`src/rtl/ext_bus_seq.sv`:
```
// rtl/ext_bus_seq.sv - clocked external-bus cycle sequencer (setup/strobe/wait/hold)
//
// Sequences CPU and DMA transfers onto the cartridge connector pins. Each
// transfer runs SETUP (1 clk), STROBE (1+wait clks) and HOLD (1 clk). The
// owner's ack is asserted during HOLD. Read data is captured on the last
// STROBE edge and held on cpu_rdata until the next read capture.
//
// Optional feature macro: EXT_BUS_DMA_EN
//   defined   - DMA read port active; DMA wins over CPU when both request
//   undefined - dma_req/dma_a ignored, dma_ack tied 0
//
// Ports:
//   clk, nreset                 clock, synchronous active-low reset
//   cpu_req/cpu_we/cpu_a/
//   cpu_wdata                   CPU request (held until cpu_ack)
//   cpu_ack, cpu_rdata          CPU completion pulse, latched read data
//   dma_req/dma_a, dma_ack      DMA read request and completion pulse
//   wait_cycles                 extra strobe clocks, sampled at acceptance
//   ext_a/ext_d_out/ext_d_oe/
//   ext_d_in                    external address and data pins
//   ext_rd_n/ext_wr_n/ext_cs_n  external active-low strobes and chip select
//   busy                        FSM not idle

module ext_bus_seq #(
    parameter int            AW       = 16,
    parameter int            DW       = 8,
    parameter int            WAIT_W   = 2,
    parameter logic [AW-1:0] CS_MATCH = 'hA000,
    parameter logic [AW-1:0] CS_MASK  = 'hE000
) (
    input  logic              clk,
    input  logic              nreset,
    input  logic              cpu_req,
    input  logic              cpu_we,
    input  logic [AW-1:0]     cpu_a,
    input  logic [DW-1:0]     cpu_wdata,
    output logic              cpu_ack,
    output logic [DW-1:0]     cpu_rdata,
    input  logic              dma_req,
    input  logic [AW-1:0]     dma_a,
    output logic              dma_ack,
    input  logic [WAIT_W-1:0] wait_cycles,
    output logic [AW-1:0]     ext_a,
    output logic [DW-1:0]     ext_d_out,
    output logic              ext_d_oe,
    input  logic [DW-1:0]     ext_d_in,
    output logic              ext_rd_n,
    output logic              ext_wr_n,
    output logic              ext_cs_n,
    output logic              busy
);

    typedef enum logic [1:0] {
        IDLE   = 2'd0,
        SETUP  = 2'd1,
        STROBE = 2'd2,
        HOLD   = 2'd3
    } state_t;

    state_t              state;
    state_t              state_next;

    logic                dma_sel;
    logic                take;
    logic                lat_dma;
    logic                lat_we;
    logic [AW-1:0]       lat_a;
    logic [DW-1:0]       lat_wdata;
    logic [WAIT_W-1:0]   lat_wait;
    logic [WAIT_W-1:0]   wait_cnt;
    logic [DW-1:0]       rdata_q;
    logic                strobe_last;
    logic                cs_hit;

`ifdef EXT_BUS_DMA_EN
    assign dma_sel = dma_req;
`else
    logic unused_dma;
    assign unused_dma = dma_req;
    assign dma_sel    = 1'b0;
`endif

    // A new transfer can start from IDLE, or straight out of HOLD so that
    // back-to-back requests see no idle gap.
    assign take        = ((state == IDLE) || (state == HOLD)) && (dma_sel || cpu_req);
    assign strobe_last = (state == STROBE) && (wait_cnt == '0);
    assign cs_hit      = ((lat_a & CS_MASK) == (CS_MATCH & CS_MASK));

    // State register
    always_ff @(posedge clk) begin
        if (!nreset) begin
            state <= IDLE;
        end else begin
            state <= state_next;
        end
    end

    // Next-state logic
    always_comb begin
        state_next = state;
        case (state)
            IDLE:    state_next = take ? SETUP : IDLE;
            SETUP:   state_next = STROBE;
            STROBE:  state_next = strobe_last ? HOLD : STROBE;
            HOLD:    state_next = take ? SETUP : IDLE;
            default: state_next = IDLE;
        endcase
    end

    // Transfer latches, wait counter and read capture
    always_ff @(posedge clk) begin
        if (!nreset) begin
            lat_dma   <= 1'b0;
            lat_we    <= 1'b0;
            lat_a     <= '0;
            lat_wdata <= '0;
            lat_wait  <= '0;
            wait_cnt  <= '0;
            rdata_q   <= '0;
        end else begin
            if (take) begin
                lat_dma   <= dma_sel;
                lat_we    <= dma_sel ? 1'b0 : cpu_we;
                lat_a     <= dma_sel ? dma_a : cpu_a;
                lat_wdata <= cpu_wdata;
                lat_wait  <= wait_cycles;
            end
            // Counter loads on the SETUP edge and only counts down while
            // nonzero, so the maximum wait value never wraps.
            if (state == SETUP) begin
                wait_cnt <= lat_wait;
            end else if ((state == STROBE) && (wait_cnt != '0)) begin
                wait_cnt <= wait_cnt - 1'b1;
            end
            if (strobe_last && !lat_we) begin
                rdata_q <= ext_d_in;
            end
        end
    end

    // Output logic; ext_a and ext_d_out come straight from the latches so
    // the last address stays on the pins while idle.
    always_comb begin
        busy      = (state != IDLE);
        ext_a     = lat_a;
        ext_d_out = lat_wdata;
        ext_d_oe  = busy && lat_we;
        ext_cs_n  = !(busy && cs_hit);
        ext_rd_n  = !((state == STROBE) && !lat_we);
        ext_wr_n  = !((state == STROBE) && lat_we);
        cpu_rdata = rdata_q;
        cpu_ack   = (state == HOLD) && !lat_dma;
`ifdef EXT_BUS_DMA_EN
        dma_ack   = (state == HOLD) && lat_dma;
`else
        dma_ack   = 1'b0;
`endif
    end

endmodule
```
`config.mk`:
```
export PLATFORM = sky130hd
export DESIGN_NAME = ext_bus_seq
export DESIGN_NICKNAME = d
export VERILOG_FILES = /design/src/rtl/ext_bus_seq.sv
export SDC_FILE = /design/constraint.sdc
export NUM_CORES = 1
export LEC_CHECK = 0
export BUFFER_PORTS_ARGS = -buffer_cell sky130_fd_sc_hd__buf_4
export CORE_ASPECT_RATIO = 0.6
export CORE_UTILIZATION = 30
export DETAILED_ROUTE_END_ITERATION = 6
export MAX_ROUTING_LAYER = met4
export PLACE_DENSITY = 0.58
export SLEW_MARGIN = 5
export SYNTH_ARGS = -nofsm -noshare
export SYNTH_HDL_FRONTEND = slang
export SYNTH_SLANG_ARGS = --single-unit
```
`constraint.sdc`:
```
create_clock -name clk -period 1.3 [get_ports clk]
set_input_delay 0.065 -clock clk [delete_from_list [all_inputs] [get_ports clk]]
set_output_delay 0.065 -clock clk [all_outputs]
set_load 0.01 [all_outputs]
```
==> results.py <==
metrics = {
    "outcome": {
        "run_status": "finished with violations",
        "failed_checks": "negative setup slack",
    },
    "die": {
        "rows": 20,
        "dieArea_sq_um": 5670,
        "design.core.area_sq_um": 5100,
        "num_io_pins": 94,
        "start_util": 0.315,
        "die_h_microns": 58.7,
        "die_w_microns": 96.5,
    },
    "global_route": {
        "grt-busiest-layer": "met1",
        "grt_pass1_wl_microns": 6400,
        "gr-usage-met2": 0.210,
        "antenna_found_initial": 0,
        "track_usage": 0.155,
        "grt_pass1_vias": 1398,
        "overflow": 0,
        "grt_max_degree": 40,
        "use_met3": 0.0504,
        "use_met1": 0.216,
    },
    "pwr": {
        "p_per_area_nw_per_um2": 1700,
        "ir_drop_mv": 0.766,
        "p_leak_nw": 1.23,
    },
    "yosys": {
        "synth_ff_type": "dfxtp_1",
        "synth_warnings": 0,
        "async_flop_share": 0,
        "netlist_instances": 180,
        "synth-edff-count": 0,
        "synthTopCellsByArea": "dfxtp_1 (49%), nand2_1 (13%), a21boi_1 (9.3%), mux2i_1 (5.0%), ha_1 (4.7%)",
        "yosys.area.top_type_share": 0.485,
        "avgSynthCellArea_sq_um": 8.94,
        "synthesis.nets": 241,
        "syn-cell-area_sq_um": 1610,
        "ys_types": 22,
        "synth-seq-cells": 39,
        "ys_seq_area_frac": 0.485,
        "yosys.area.top_type": "dfxtp_1",
    },
    "cells_and_area": {
        "fillers": 516,
        "final_cell_mix": "buf_4 (83), nand2_1 (46), dfxtp_1 (37)",
        "layout_commonest_cell": "buf_4",
        "final_nets": 328,
        "area_delta_synth_final_pct": 63.5,
        "drive_above_1_share": 0.455,
        "insertedDiodeCount": 0,
        "fin_cells": 334,
    },
    "placed_design": {
        "pre_cts_slack_ps": -84.1,
        "io_buffers": 75,
        "place.gp.congestion": 0.699,
        "dp.cells": 320,
        "place_hpwl_microns": 2800,
    },
    "clocking": {
        "ctsRootBufferMaster": "clkbuf_8",
        "h-tree-depth": 2,
        "cts_buffers": 5,
        "clk_latency_ps": 290,
        "max-clock-path-buffers": 2,
        "clk_pin_slew_ps": 80,
        "cts_tree": "done",
        "ctsHoldBuffers": 0,
        "clkSinkCount": 39,
    },
    "timing": {
        "setup_violations": 5,
        "final.setup.tns_ps": -75.4,
        "fin_crit_ps": 1330,
        "fmaxAchievable_ghz": 0.754,
        "rsz0062_at_grt": "yes",
        "fin_crit_sh": 1.02,
        "final_hold_viol_count": 0,
        "maxSlewViolCount": 0,
        "clock_skew_ps": 2.22,
        "setup_ws_ps": -26.0,
    },
    "critical_path": {
        "path_cells": "inv_2 > ha_4 > nor2b_4 > buf_12 > clkbuf_16 > nand2_2 > a21boi_1",
        "cp_slowest_cell": "dfxtp_2",
        "critPathLaunchType": "register",
        "cp_max_fo": 4,
        "arrival_ps": 1550,
        "crit_path_end_kind": "register",
        "cp_top_family": "flip-flops",
        "max_stage_delay_ps": 330,
        "crit_required_ps": 1520,
        "path_buf_inv": 3,
        "criticalPathCategory": "register to register",
    },
    "detailed_routing": {
        "wire_per_inst_microns": 12.4,
        "routed_wl_microns": 4140,
        "viasPerCell": 4.41,
        "drt-pass1-iter-count": 4,
        "drc": 0,
        "drtIter0Drc": 50,
        "num_vias": 1474,
        "antenna_left": 0,
    },
    "min_path": {
        "hold_class": "input pin to register",
    },
    "run": {
        "drv_cap": 0,
    },
}
## report_power, final
part / switching, W / internal, W / total [W]
registers: 0.000130 / 0.00140 / 0.00153
clock network: 0.000419 / 0.000621 / 0.00104
logic: 0.000820 / 0.00109 / 0.00191
## worst paths after layout
| check | slack [ps] | depth (start not counted) | end | startpoint |
|---|---|---|---|---|
| min | 10 | 3 | ext_a[14] | cpu_a[14] |
| max | -30 | 7 | ext_a[13] | state[0] |
| min reg2reg | 450 | 2 | ext_a[1] | ext_a[1] |
| max reg2reg | -30 | 7 | ext_a[13] | state[0] |
## timing repair
action,CTS,global route
gates resized for setup,5,22
gates cloned,1,3
setup endpoints to repair,30,37
pin swaps,1,14
setup buffers,0,2
## tightest hold or removal path, cell delays in order
cell and delay (ps):
buf_4 110, nand2_2 40, a21boi_1 40
## layout make-up
cell class / instances / area, sq um / share of cell area
Multi-Input combinational cell: 123 / 805 / 0.306
Sequential cell: 39 / 783 / 0.298
Timing Repair Buffer: 92 / 821 / 0.312
Clock buffer: 6 / 82.6 / 0.0314
Tap cell: 66 / 82.6 / 0.0314
Inverter: 6 / 22.5 / 0.00856
Clock inverter: 2 / 35.0 / 0.0133
## synthesized netlist by cell type, types with 2 or more instances
library cell and count:
mux2i_1 8, a21boi_1 20, nor2b_1 11, nand2b_1 2, a21oi_1 2, ha_1 6
nand2_1 56, inv_1 6, buf_4 8, clkbuf_1 3, dfxtp_1 39, a21boi_0 8
nand3b_1 2
## layer usage
metal  share of wire  vias up
li1                -      748
met1            0.50      666
met2            0.40       55
met3           0.084        5
met4          0.0092        0
met5               0        -
## registers in the layout (all words and copies together) (netlist names)
name / flops
lat_wait: 2
state: 2
ext_a: 16
cpu_rdata: 8
ext_d_out: 8
wait_cnt: 2
lat_we: 1
## per-stage QoR
stage / util / hold slack, ps / instance area, sq um / total power (W)
final: 0.515 / 11.9 / 2630 / 0.00448
after CTS: 0.487 / 8.10 / 2480 / 0.00423
after global placement: 0.451 / 311 / 2300 / 0.00298
after global routing: 0.515 / 11.1 / 2630 / 0.00476
after floorplan: - / 200 / 1610 / 0.00230
after detailed placement: 0.451 / 321 / 2300 / 0.00300
## logic make-up (layout without fill, tap and decap cells)
kind of cell | Yosys count | after routing | share of synthesized area
other | 1 | 1 | 0.00233
and+or+nand+nor | 75 | 75 | 0.205
buffers and inverters | 18 | 106 | 0.0614
xor gates and xnor gates | 1 | 1 | 0.00544
DFF | 39 | 39 | 0.485
muxes | 8 | 8 | 0.0498
adders and majority gates | 6 | 6 | 0.0467
AOI/OAI and AO/OA | 32 | 32 | 0.145
Note: power is estimated with default switching activity, not from simulation.
